===== src/rtl/bullet_hit_judge_if.sv =====
`default_nettype none
// ============================================================================
// bullet_hit_judge_if : game, enemy-link and pixel signals of bullet_hit_judge
// Revision 1.0
// ============================================================================
interface bullet_hit_judge_if;
  logic        move_tick;
  logic        fire;
  logic [9:0]  player_x;
  logic [9:0]  player_y;
  logic [9:0]  enemy_x;
  logic [9:0]  enemy_y;
  logic        enemyplane_exist;
  logic [9:0]  x;
  logic [9:0]  y;
  logic        boom;
  logic        bullet_en;
  logic [11:0] bullet_rgb;
  logic [7:0]  hit_count;

  modport master (
    output move_tick, fire, player_x, player_y, enemy_x, enemy_y,
           enemyplane_exist, x, y,
    input  boom, bullet_en, bullet_rgb, hit_count
  );

  modport slave (
    input  move_tick, fire, player_x, player_y, enemy_x, enemy_y,
           enemyplane_exist, x, y,
    output boom, bullet_en, bullet_rgb, hit_count
  );
endinterface
`default_nettype wire


===== src/rtl/bullet_hit_judge.sv =====
`default_nettype none
// ============================================================================
// bullet_hit_judge : player bullet launch/move, enemy hit check, boom hold,
//                    pixel overlay. Optional macro BULLET_AUTOFIRE_EN.
// Revision 1.0
// ============================================================================
module bullet_hit_judge #(
  parameter int N_BULLET    = 4,
  parameter int BULLET_W    = 4,
  parameter int BULLET_H    = 10,
  parameter int BULLET_STEP = 4,
  parameter int ENEMY_W     = 50,
  parameter int ENEMY_H     = 50,
  parameter int BOOM_HOLD   = 300,
  parameter int FIRE_GAP    = 16
) (
  input  wire logic         clk,
  input  wire logic         rst,
  bullet_hit_judge_if.slave bus
);

  localparam int TMR_W = $clog2(BOOM_HOLD);
  localparam int CD_W  = $clog2(FIRE_GAP + 1);

  localparam logic [10:0] BW11 = 11'(BULLET_W);
  localparam logic [10:0] BH11 = 11'(BULLET_H);
  localparam logic [10:0] EW11 = 11'(ENEMY_W);
  localparam logic [10:0] EH11 = 11'(ENEMY_H);
  localparam logic [9:0]  BH10 = 10'(BULLET_H);
  localparam logic [9:0]  STEP10 = 10'(BULLET_STEP);
  localparam logic [9:0]  X_OFF = 10'(25 - BULLET_W / 2);
  localparam logic [TMR_W-1:0] TMR_LAST = TMR_W'(BOOM_HOLD - 1);
  localparam logic [CD_W-1:0]  CD_LOAD  = CD_W'(FIRE_GAP - 1);

  typedef enum logic [0:0] {
    IDLE = 1'b0,
    BOOM = 1'b1
  } state_t;

  state_t             state_q, state_d;
  logic               boom_q, boom_d;
  logic [TMR_W-1:0]   timer_q, timer_d;
  logic [CD_W-1:0]    cd_q, cd_d;
  logic [7:0]         hit_count_q, hit_count_d;

  logic [N_BULLET-1:0] valid_q, valid_d;
  logic [9:0]          bx_q [N_BULLET];
  logic [9:0]          bx_d [N_BULLET];
  logic [9:0]          by_q [N_BULLET];
  logic [9:0]          by_d [N_BULLET];

  logic [N_BULLET-1:0] ovl;
  logic [N_BULLET-1:0] pix;
  logic [N_BULLET-1:0] hit_mask;
  logic [N_BULLET-1:0] free_mask;
  logic                hit_any;
  logic                free_any;
  logic                hit_en;
  logic                fire_eff;
  logic                launch;

`ifdef BULLET_AUTOFIRE_EN
  assign fire_eff = 1'b1;
`else
  assign fire_eff = bus.fire;
`endif

  // All box comparisons are done in 11 bits so x+width never wraps.
  logic [10:0] ex_ext, ey_ext, px_ext, py_ext;
  assign ex_ext = {1'b0, bus.enemy_x};
  assign ey_ext = {1'b0, bus.enemy_y};
  assign px_ext = {1'b0, bus.x};
  assign py_ext = {1'b0, bus.y};

  for (genvar i = 0; i < N_BULLET; i++) begin : g_slot
    logic [10:0] bx_ext, by_ext;
    assign bx_ext = {1'b0, bx_q[i]};
    assign by_ext = {1'b0, by_q[i]};
    assign ovl[i] = valid_q[i]
                  && (bx_ext < ex_ext + EW11) && (bx_ext + BW11 > ex_ext)
                  && (by_ext < ey_ext + EH11) && (by_ext + BH11 > ey_ext);
    assign pix[i] = valid_q[i]
                  && (px_ext >= bx_ext) && (px_ext < bx_ext + BW11)
                  && (py_ext >= by_ext) && (py_ext < by_ext + BH11);
  end

  assign hit_en = (state_q == IDLE) && bus.enemyplane_exist;

  // Lowest-index selection for both the hitting slot and the launch target.
  always_comb begin
    hit_mask  = '0;
    free_mask = '0;
    hit_any   = 1'b0;
    free_any  = 1'b0;
    for (int i = 0; i < N_BULLET; i++) begin
      if (hit_en && ovl[i] && !hit_any) begin
        hit_mask[i] = 1'b1;
        hit_any     = 1'b1;
      end
      if (!valid_q[i] && !free_any) begin
        free_mask[i] = 1'b1;
        free_any     = 1'b1;
      end
    end
  end

  assign launch = fire_eff && (cd_q == '0) && free_any && (bus.player_y >= BH10);

  // Next slot state; only slots invalid before the tick can be launch targets,
  // so a slot freed this tick is not reused until the next one.
  always_comb begin
    valid_d = valid_q;
    for (int i = 0; i < N_BULLET; i++) begin
      bx_d[i] = bx_q[i];
      by_d[i] = by_q[i];
      if (valid_q[i]) begin
        if (hit_mask[i]) begin
          valid_d[i] = 1'b0;
        end else if (by_q[i] < STEP10) begin
          valid_d[i] = 1'b0;
        end else begin
          by_d[i] = by_q[i] - STEP10;
        end
      end else if (launch && free_mask[i]) begin
        valid_d[i] = 1'b1;
        bx_d[i]    = bus.player_x + X_OFF;
        by_d[i]    = bus.player_y - BH10;
      end
    end
  end

  always_comb begin
    cd_d = cd_q;
    if (launch) begin
      cd_d = CD_LOAD;
    end else if (cd_q != '0) begin
      cd_d = cd_q - CD_W'(1);
    end
  end

  always_comb begin
    state_d     = state_q;
    boom_d      = boom_q;
    timer_d     = timer_q;
    hit_count_d = hit_count_q;
    case (state_q)
      IDLE: begin
        boom_d = 1'b0;
        if (hit_any) begin
          state_d = BOOM;
          boom_d  = 1'b1;
          timer_d = '0;
          if (hit_count_q != 8'hFF) begin
            hit_count_d = hit_count_q + 8'd1;
          end
        end
      end
      BOOM: begin
        if (timer_q == TMR_LAST) begin
          state_d = IDLE;
          boom_d  = 1'b0;
        end else begin
          boom_d  = 1'b1;
          timer_d = timer_q + TMR_W'(1);
        end
      end
      default: begin
        state_d = IDLE;
        boom_d  = 1'b0;
      end
    endcase
  end

  always_ff @(posedge clk or posedge rst) begin
    if (rst) begin
      state_q     <= IDLE;
      boom_q      <= 1'b0;
      timer_q     <= '0;
      cd_q        <= '0;
      hit_count_q <= '0;
      valid_q     <= '0;
      for (int i = 0; i < N_BULLET; i++) begin
        bx_q[i] <= '0;
        by_q[i] <= '0;
      end
    end else if (bus.move_tick) begin
      state_q     <= state_d;
      boom_q      <= boom_d;
      timer_q     <= timer_d;
      cd_q        <= cd_d;
      hit_count_q <= hit_count_d;
      valid_q     <= valid_d;
      for (int i = 0; i < N_BULLET; i++) begin
        bx_q[i] <= bx_d[i];
        by_q[i] <= by_d[i];
      end
    end
  end

  assign bus.boom       = boom_q;
  assign bus.bullet_en  = |pix;
  assign bus.bullet_rgb = (|pix) ? 12'hFF0 : 12'h000;
  assign bus.hit_count  = hit_count_q;

endmodule
`default_nettype wire


===== src/flat_wrapper.sv =====
// flat-port wrapper written by rule: the top's interface ports become plain ports
module bullet_hit_judge_flat 
#(
  parameter int N_BULLET    = 4,
  parameter int BULLET_W    = 4,
  parameter int BULLET_H    = 10,
  parameter int BULLET_STEP = 4,
  parameter int ENEMY_W     = 50,
  parameter int ENEMY_H     = 50,
  parameter int BOOM_HOLD   = 300,
  parameter int FIRE_GAP    = 16
)
  (clk, rst, bus_move_tick, bus_fire, bus_player_x, bus_player_y, bus_enemy_x, bus_enemy_y, bus_enemyplane_exist, bus_x, bus_y, bus_boom, bus_bullet_en, bus_bullet_rgb, bus_hit_count);
  bullet_hit_judge_if bus_i ();
  input  wire logic clk;
  input  wire logic rst;
  input wire logic [$bits(bus_i.move_tick)-1:0] bus_move_tick;
  input wire logic [$bits(bus_i.fire)-1:0] bus_fire;
  input wire logic [$bits(bus_i.player_x)-1:0] bus_player_x;
  input wire logic [$bits(bus_i.player_y)-1:0] bus_player_y;
  input wire logic [$bits(bus_i.enemy_x)-1:0] bus_enemy_x;
  input wire logic [$bits(bus_i.enemy_y)-1:0] bus_enemy_y;
  input wire logic [$bits(bus_i.enemyplane_exist)-1:0] bus_enemyplane_exist;
  input wire logic [$bits(bus_i.x)-1:0] bus_x;
  input wire logic [$bits(bus_i.y)-1:0] bus_y;
  output wire logic [$bits(bus_i.boom)-1:0] bus_boom;
  output wire logic [$bits(bus_i.bullet_en)-1:0] bus_bullet_en;
  output wire logic [$bits(bus_i.bullet_rgb)-1:0] bus_bullet_rgb;
  output wire logic [$bits(bus_i.hit_count)-1:0] bus_hit_count;
  assign bus_i.move_tick = bus_move_tick;
  assign bus_i.fire = bus_fire;
  assign bus_i.player_x = bus_player_x;
  assign bus_i.player_y = bus_player_y;
  assign bus_i.enemy_x = bus_enemy_x;
  assign bus_i.enemy_y = bus_enemy_y;
  assign bus_i.enemyplane_exist = bus_enemyplane_exist;
  assign bus_i.x = bus_x;
  assign bus_i.y = bus_y;
  assign bus_boom = bus_i.boom;
  assign bus_bullet_en = bus_i.bullet_en;
  assign bus_bullet_rgb = bus_i.bullet_rgb;
  assign bus_hit_count = bus_i.hit_count;
  bullet_hit_judge #(.N_BULLET(N_BULLET), .BULLET_W(BULLET_W), .BULLET_H(BULLET_H), .BULLET_STEP(BULLET_STEP), .ENEMY_W(ENEMY_W), .ENEMY_H(ENEMY_H), .BOOM_HOLD(BOOM_HOLD), .FIRE_GAP(FIRE_GAP)) u_core (.clk(clk), .rst(rst), .bus(bus_i));
endmodule

===== config.mk =====
export PLATFORM = sky130hd
export DESIGN_NAME = bullet_hit_judge_flat
export DESIGN_NICKNAME = d
export VERILOG_FILES = /design/src/rtl/bullet_hit_judge_if.sv /design/src/rtl/bullet_hit_judge.sv /design/src/flat_wrapper.sv
export SDC_FILE = /design/constraint.sdc
export NUM_CORES = 1
export LEC_CHECK = 0
export BUFFER_PORTS_ARGS = -buffer_cell sky130_fd_sc_hd__buf_2
export CORE_UTILIZATION = 60
export DETAILED_ROUTE_END_ITERATION = 6
export PLACE_DENSITY_LB_ADDON = 0.2
export REMOVE_ABC_BUFFERS = 1
export SLEW_MARGIN = 20
export SYNTH_ARGS = -nofsm -noshare
export SYNTH_HDL_FRONTEND = slang
export SYNTH_SLANG_ARGS = --single-unit

===== constraint.sdc =====
create_clock -name clk -period 5.48 [get_ports clk]
set_input_delay 0.548 -clock clk [delete_from_list [all_inputs] [get_ports clk]]
set_output_delay 0.548 -clock clk [all_outputs]
set_load 0.05 [all_outputs]

; ---- Word-level counts from Yosys, hierarchy flattened
; Cells that the tools add are included.
; Widths: inputs -> output; s select.
[word_totals]
register_bits = 107
latch_bits = 0
mem_bits_rw = 0
mem_bits_ro = 0
in_bits = 65
out_inout_bits = 22
word_cells = 218
n_memories = 0
[op_classes]
addsub = 19
n_mul = 0
n_div = 0
magnitude_cmp = 37
n_eq_ne = 12
shifts = 0
mux = 55
n_bitwise = 5
n_reduce_logical = 77
[op_table]
columns = op, count
row1 = $lt 10x11->1, 16
row2 = $mux 10, 16
row3 = $gt 11x10->1, 8
row4 = $ge 10x10->1, 8
row5 = $logic_and 1x1->1, 50
row6 = $add 10x3->11 const B, 4
row7 = $add 10x4->11 const B, 4
row8 = $lt 10x3->1 const B, 4
row9 = $sub 10x3->10 const B, 4
row10 = $mux 1, 32
row11 = $add 10x6->11 const B, 2
row12 = $reduce_and 4->1, 5
row13 = $mux 9, 2
row14 = $ne 2x2->1 const B, 9
row15 = $pmux 9 s2, 1
row16 = $reduce_and 3->1, 5
row17 = $mux 12, 1
row18 = $add 10x5->10 const B, 1
row19 = $ge 10x4->1 const B, 1
row20 = $mux 5, 2
row21 = $reduce_bool 2->1, 5
row22 = $sub 10x4->10 const B, 1
row23 = $add 9x1->9 const B, 1
row24 = $eq 9x9->1 const B, 1
row25 = other kinds (11), 22

; ---- Logic depth before layout (Yosys ltp)
; Gate-level depths: netlist of the first run.
[depth]
depth_word = 19
depth_mapped = 17
depth_no_buf = 15

; ---- Worst setup path after synthesis of the first run
; No wires, ideal clock.
[synth_timing]
kind = register to output
start = reg u_core.by_q[13] (netlist bit)
end = out bus_bullet_rgb[10]
arrival_time_ps = 5149
required_time_ps = 4932
setup_slack_ps = -217
path_stages_with_launch = 16
cell_sequence = dfrtp_1 > clkbuf_1 > inv_1 > ha_1 > a21oi_1 > xnor2_1 > inv_1 > ha_1 > nand2_1 > o21ai_0 > a211oi_1 > nor2_1 > nor3_1 > nor2_1 > o311ai_0 > buf_4
[synth_via]
elab_chain_cells = 5
elab_cells_between_ends = 7
classes_between = add/sub: 1 / order compare: 2 / mux: 1 / reduce/logical: 3
[synth_lines]
columns = element, line_no
row1 = "start, declared", bullet_hit_judge.sv:49  ; logic [9:0] by_q [N_BULLET];
row2 = "start signal, assigned by index", bullet_hit_judge.sv:195  ; by_q[i] <= by_d[i];
row3 = $add 10x4->11 or $ge 10x10->1 (tied branches), bullet_hit_judge.sv:84  ; && (py_ext >= by_ext) && (py_ext < by_ext + BH11);
row4 = $lt 10x11->1 or $logic_and 1x1->1 (tied branches), bullet_hit_judge.sv:84
row5 = $logic_and 1x1->1 *, bullet_hit_judge.sv:84
row6 = $reduce_or 4->1 *, -
row7 = named net bus_bullet_en, flat_wrapper.sv:27  ; output wire logic [$bits(bus_i.bullet_en)-1:0] bus_bullet_en;
row8 = $mux 12 *, bullet_hit_judge.sv:202  ; assign bus.bullet_rgb = (|pix) ? 12'hFF0 : 12'h000;
row9 = "end, declared", flat_wrapper.sv:28  ; output wire logic [$bits(bus_i.bullet_rgb)-1:0] bus_bullet_rgb;
; The timed path passes the listed nets; every way through them passes the cells marked *.

; ---- Final worst setup path of the first run
[layout_timing]
start = reg u_core.by_q[3] (netlist bit)
end = out bus_bullet_rgb[9]
[layout_via]
elab_chain_cells = 5
elab_cells_between_ends = 7
classes_between = add/sub: 1 / order compare: 2 / mux: 1 / reduce/logical: 3
[layout_lines]
columns = element, line_no
row1 = $add 10x4->11 or $ge 10x10->1 (tied branches), bullet_hit_judge.sv:84
row2 = $lt 10x11->1 or $logic_and 1x1->1 (tied branches), bullet_hit_judge.sv:84
row3 = $logic_and 1x1->1 *, bullet_hit_judge.sv:84
row4 = $reduce_or 4->1 *, bullet_hit_judge.sv:202
row5 = $mux 12 *, bullet_hit_judge.sv:202
; Mark *: on every way between the ends. The rest lies on a longest branch, timed or not.

==> results of run 1 <==
Yosys cell counts (all sizes together), types with 5 or more instances:
cell type,n,area [sq um]
o211ai,18,135
o2111ai,10,87.6
inv,190,713
o31ai,7,66.3
a21oi,97,489
o21bai,16,120
a31oi,9,56.3
dfrtp,107,2680
xor2,15,131
a22oi,5,37.5
nor2,98,373
or3,14,87.6
ha,303,3790
nor3,43,215
o221ai,9,78.8
mux2i,9,90.1
a211o,6,52.6
nor2b,8,50.1
a21o,42,315
nand2,111,417
clkbuf,39,146
xnor2,79,692
nand3,80,405
o311ai,5,43.8
and4,10,87.6
nand4,27,169
a211oi,35,280
and3,22,143
buf,18,129
maj3,7,71.3
a221o,5,50.1
o21a,14,105
nand3b,5,37.5
a311oi,11,114
or4,9,67.6
o21ai,120,601
nor4,15,100
nand2b,23,144
o22ai,13,81.3
metrics by stage:
stage,total power (uW),setup TNS (ns),hold WS (ns),util (%),setup WS (ns)
3_5_place_dp,4800,0,0.491,64.0,1.02
3_3_place_gp,4660,0,0.485,64.0,1.11
5_1_grt,6090,0,0.386,65.4,0.828
6_report,5560,0,0.315,65.4,1.01
2_1_floorplan,3820,-109.16,0.464,-,-12.13
4_1_cts,5510,0,0.340,65.4,1.10
final cells by class:
type,count,area [sq um],area share [%]
clock buffer,9,225,1.52
clock inverter,7,72.6,0.489
inverter,191,719,4.85
multi-input combinational,1356,10300,69.6
sequential,107,2680,18.0
tap,285,357,2.40
timing repair buffer,89,463,3.12
worst max-delay path by stage:
stage / cells past startpoint / from / slack [ns] / to
CTS: 15 / u_core.by_q[3]$_DFFE_PP0P_ / 1.10 / bus_bullet_rgb[9]
finish: 15 / u_core.by_q[3]$_DFFE_PP0P_ / 1.01 / bus_bullet_rgb[9]
floorplan: 13 / u_core.by_q[13]$_DFFE_PP0P_ / -12.13 / bus_bullet_en
detailed placement: 13 / bus_enemy_x[1] / 1.02 / u_core.bus.hit_count[1]$_DFFE_PP0P_
global placement: 13 / bus_enemy_x[1] / 1.11 / u_core.bus.hit_count[1]$_DFFE_PP0P_
global route: 15 / u_core.by_q[3]$_DFFE_PP0P_ / 0.83 / bus_bullet_rgb[6]
logic make-up (layout without fill, tap and decap cells):
logic type,Yosys count,count (layout),share of synthesized area (%)
AND/OR/NAND/NOR,480,480,17.2
AO/OA/AOI/OAI,454,454,21.7
adder cells (fa/ha/maj),310,310,27.6
buffers and inverters,248,296,7.10
flip-flops,107,107,19.2
XOR/XNOR,96,96,6.21
multiplexers,12,12,0.886
other,1,4,0.0268
registers in the layout, indices dropped and copies added (netlist names):
signal,cells
u_core.by_q,40
u_core.timer_q,9
u_core.valid_q,4
u_core.cd_q,5
u_core.bx_q,40
u_core.bus.hit_count,8
u_core.state_q,1
layer usage:
layer,routed length [microns],share of wire [%],GRT usage [%],up-vias
met1,18700,42,47.7,6270
met4,2990,6.7,23.7,0
met3,2920,6.5,4.96,166
met2,20100,45,62.3,593
li1,-,-,-,6308
met5,0,0,0,-
where the power goes:
| part | internal [uW] | switching, uW | leakage [uW] |
|---|---|---|---|
| Clock | 323 | 366 | 0.000142 |
| Combinational | 1420 | 1940 | 0.00574 |
| Sequential | 1020 | 497 | 0.00129 |
==> impl_metrics.tcl, run 1 <==
set metrics [dict create \
    slowest_stage "dfrtp_1" \
    required_ns 4.93 \
    grt.total_usage_pct 38.1 \
    drt_first_pass_iters 5 \
    worstSetupEndpointType "output pin" \
    cp_common_cell "a21oi_1" \
    ff2ff_path_depth 14 \
    startpoint_type "flop" \
    cts_root_buf "clkbuf_16" \
    std_cell_rows 55 \
    htreeDepth 3 \
    arrival_ns 3.93 \
    cts_num_sinks 107 \
    antenna_left 0 \
    timing.rr.end "u_core.timer_q[0]$_DFFE_PP0P_" \
    ir_worst_vdd_mv 0.272 \
    drt-wirelength-per-cell_microns 21.9 \
    start_util_pct 61.5 \
    p_per_area_mw_per_mm2 375 \
    clock_path_buffers 2 \
    post-place-cells 2028 \
    drt_wl_total_microns 44700 \
    grt_overflow 0 \
    synth_ff_type "dfrtp_1" \
    stdcell_count 2044 \
    syn_to_final_growth_pct 6.21 \
    setup_viol 0 \
    fin_area_sq_mm 0.0148 \
    drtIter0Drc 1149 \
    ys_ff_latch 107 \
    synth_cells 1708 \
    num_vias 13337 \
    insertion_delay_ns 0.37 \
    rsz0062_at_grt "no" \
    synth_edf_count 0 \
    period_needed_ns 4.47 \
    synth_area_sq_mm 0.0140 \
    hold_viol 0 \
    num-nets-final 2122 \
    crit_family "compound AO/OA/AOI/OAI gates" \
    grt_pass1_vias 12715 \
    drcViolationCount 0 \
    max_freq_mhz 223 \
    layout_common_cells "ha_1, inv_1, o21ai_0" \
    vias_per_cell 6.52 \
    numPortBuffers 82 \
    slew_violations 0 \
    synth_async_sr_flop_share_pct 100 \
    die_h_microns 155 \
    clkTransAtPathRegs_ns 0.08 \
    drv_cap 0 \
    criticalPathCategory "reg -> out" \
    cts_buffers 9 \
    hold_path_class "in -> async" \
    r2r-start "u_core.by_q[13]$_DFFE_PP0P_" \
    grt_pass1_wl_microns 69900 \
    cts_tree "yes" \
    grt_max_degree 58 \
    path_cells "inv_1, ha_1, a21oi_1, xnor2_1, inv_1, ha_1, o21ai_0, a21oi_1, o31ai_1, a21oi_1, a211oi_1, a31oi_1, o311ai_0, buf_4, buf_2" \
    cts_resized 0 \
    critPathMaxFanout 9 \
    antenna_cells 0 \
    fin_crit_sh_pct 81.7 \
    tightestPinTransition_ns 1.10 \
    grt_antenna_before_repair 0 \
    rrSetupSlack_ns 1.22 \
    path_buf_inv 4 \
    drive_gt1_share_pct 7.39 \
    cts_setup_buffers 0 \
    syn_area_per_cell_sq_um 8.18 \
    status "finished, final reports clean" \
    ctsHoldBuffers 0 \
    num-fill-cells 2007 \
    p_leak_uw 0.00717 \
    skew_ns 0.0147 \
    fp.coreArea_sq_mm 0.0227 \
    ys_seq_area_share_pct 19.2 \
    place_congestion 0.966 \
    dieWidth_microns 155 \
    slew_headroom_pct 26.5 \
    placed_area_sq_mm 0.0145 \
    dpl.hpwl_microns 35400 \
    mostFrequentLayoutCell "ha_1" \
    yosysWarnings 0 \
    cpPeakStageDelay_ns 0.59 \
    synth_cell_type_count 83 \
    ios 87 \
    die_area_sq_mm 0.0239 \
]
Note: power is estimated with default switching activity, not from simulation.
==> inputs of run 2 (changes only) <==
==> constraint.sdc (replaced) <==
create_clock -name clk -period 4.69 [get_ports clk]
set_input_delay 0.469 -clock clk [delete_from_list [all_inputs] [get_ports clk]]
set_output_delay 0.469 -clock clk [all_outputs]
set_load 0.05 [all_outputs]
==> impl_metrics.tcl, run 2 (synthesis results as in run 1) <==
set metrics [dict create \
    slew_violations 0 \
    drv_cap 0 \
    critPathMaxFanout 9 \
    power_frac_comb_pct 61.9 \
    drt_first_pass_iters 6 \
    required_ns 4.22 \
    arrival_ns 3.95 \
    fp.coreArea_sq_mm 0.0227 \
    place_congestion 1.02 \
    max_freq_mhz 226 \
    antenna_left 0 \
    vias_per_cell 6.54 \
    worstSetupEndpointType "output pin" \
    grt_pass1_vias 13107 \
    cts_buffers 9 \
    grt.total_usage_pct 38.4 \
    ff2ff_path_depth 15 \
    dpl.hpwl_microns 35700 \
    fin_crit_sh_pct 94.2 \
    die_h_microns 155 \
    cts_setup_buffers 0 \
    rsz0062_at_grt "no" \
    grt_pass1_wl_microns 71000 \
    cp-endpoint "bus_bullet_rgb[9]" \
    drtIter0Drc 1301 \
    p_sw_uw 3310 \
    startpoint_type "flop" \
    tightestPinTransition_ns 1.14 \
    grt_use_met3_pct 6.81 \
    setup_viol 0 \
    num_vias 13463 \
    cts_tree "yes" \
    insertion_delay_ns 0.38 \
    cts_root_buf "clkbuf_16" \
    die_area_sq_mm 0.0239 \
    p_clk_share_pct 12.8 \
    top_usage_layer "met2" \
    antenna_cells 0 \
    criticalPathCategory "reg -> out" \
    worst_hold_slack_ns 0.338 \
    p_sw_share_pct 50.0 \
    grt_overflow 0 \
    num-nets-final 2135 \
    rrSetupSlack_ns 0.31 \
    grt_antenna_before_repair 0 \
    power.total_uw 6620 \
    num-fill-cells 1986 \
    hold_viol 0 \
    finalSetupTns_ns 0 \
    ir_worst_vdd_mv 0.276 \
    drt_wl_total_microns 44600 \
    internal-power_uw 3310 \
    mostFrequentLayoutCell "ha_1" \
    drive_gt1_share_pct 8.07 \
    layout_common_cells "ha_1, inv_1, o21ai_0" \
    start_util_pct 61.5 \
    timing.rr.end "u_core.by_q[29]$_DFFE_PP0P_" \
    htreeDepth 3 \
    period_needed_ns 4.42 \
    cts_num_sinks 107 \
    slew_headroom_pct 24.0 \
    std_cell_rows 55 \
    numPortBuffers 82 \
    skew_ns 0.0158 \
    p_per_area_mw_per_mm2 443 \
    reg_top3 "u_core.bx_q (40), u_core.by_q (40), u_core.timer_q (9)" \
    grt_util_met2_pct 61.8 \
    p_leak_uw 0.00724 \
    status "finished, final reports clean" \
    critPathLaunch "u_core.by_q[23]$_DFFE_PP0P_" \
    clock_path_buffers 2 \
    ios 87 \
    r2r-start "u_core.by_q[33]$_DFFE_PP0P_" \
    drt-wirelength-per-cell_microns 21.7 \
    syn_to_final_growth_pct 7.00 \
    clkTransAtPathRegs_ns 0.09 \
    pwr-share-seq_pct 25.3 \
    hold_path_class "in -> async" \
    dieWidth_microns 155 \
    drcViolationCount 0 \
    grt_use_met1_pct 47.2 \
    grt_max_degree 76 \
]
run 2: worst min path at each step:
stage	endpoint	cells after the start
finish	u_core.bx_q[18]$_DFFE_PP0P_	2
global route	u_core.by_q[11]$_DFFE_PP0P_	2
CTS	u_core.by_q[11]$_DFFE_PP0P_	2
detailed placement	u_core.cd_q[4]$_DFFE_PP0P_	2
global placement	u_core.bus.hit_count[5]$_DFFE_PP0P_	1
floorplan	u_core.cd_q[4]$_DFFE_PP0P_	2
run 2: power by group through the flow:
| stage | clock network (uW) | registers (uW) | logic, uW |
|---|---|---|---|
| detailed placement | 0 | 1670 | 3990 |
| global route | 878 | 1710 | 4670 |
| finish | 848 | 1680 | 4100 |
| global placement | 0 | 1660 | 3840 |
| floorplan | 0 | 1550 | 2920 |
| CTS | 850 | 1660 | 4020 |
run 2: worst max-delay path, stage by stage (launching register included):
cell and delay [ns]:
dfrtp_1 0.47, inv_1 0.14, ha_1 0.20, a21oi_1 0.35, nor2_1 0.09, xnor2_1 0.20, inv_1 0.07, ha_1 0.27
o21a_1 0.17, o2111ai_1 0.17, a21oi_1 0.07, a2111oi_1 0.47, a31oi_1 0.24, o311ai_0 0.15, buf_4 0.22, buf_2 0.27
run 2: layout make-up:
| class | count | area [sq um] | share of cell area (%) |
|---|---|---|---|
| Clock inverter | 7 | 83.8 | 0.561 |
| Sequential cell | 107 | 2680 | 17.9 |
| Inverter | 191 | 719 | 4.81 |
| Tap cell | 285 | 357 | 2.38 |
| Multi-Input combinational cell | 1356 | 10300 | 69.1 |
| Timing Repair Buffer | 102 | 561 | 3.75 |
| Clock buffer | 9 | 225 | 1.51 |
run 2: stage by stage:
stage	cells	util, %	worst slack, ns	area, sq um
after global routing	2057	65.8	0.0904	15000
after detailed placement	2041	64.5	0.294	14600
final	2057	65.8	0.274	15000
after CTS	2057	65.8	0.204	15000
after global placement	2041	64.5	0.375	14600
after floorplan	1654	-	-12.84	13700
run 2: what timing repair did:
| item | CTS | global route |
|---|---|---|
| endpoints found under the setup margin | 0 | 9 |
| resized for setup | 0 | 1 |
| hold buffers | 0 | 0 |
| endpoints found under the hold margin | 0 | 0 |
run 2: layer usage:
metal | wire length [microns] | share of wire [%] | vias to the layer above
met1 | 18500 | 41 | 6290
met5 | 0 | 0 | -
met4 | 3120 | 7.0 | 0
met3 | 3330 | 7.5 | 182
li1 | - | - | 6335
met2 | 19700 | 44 | 656
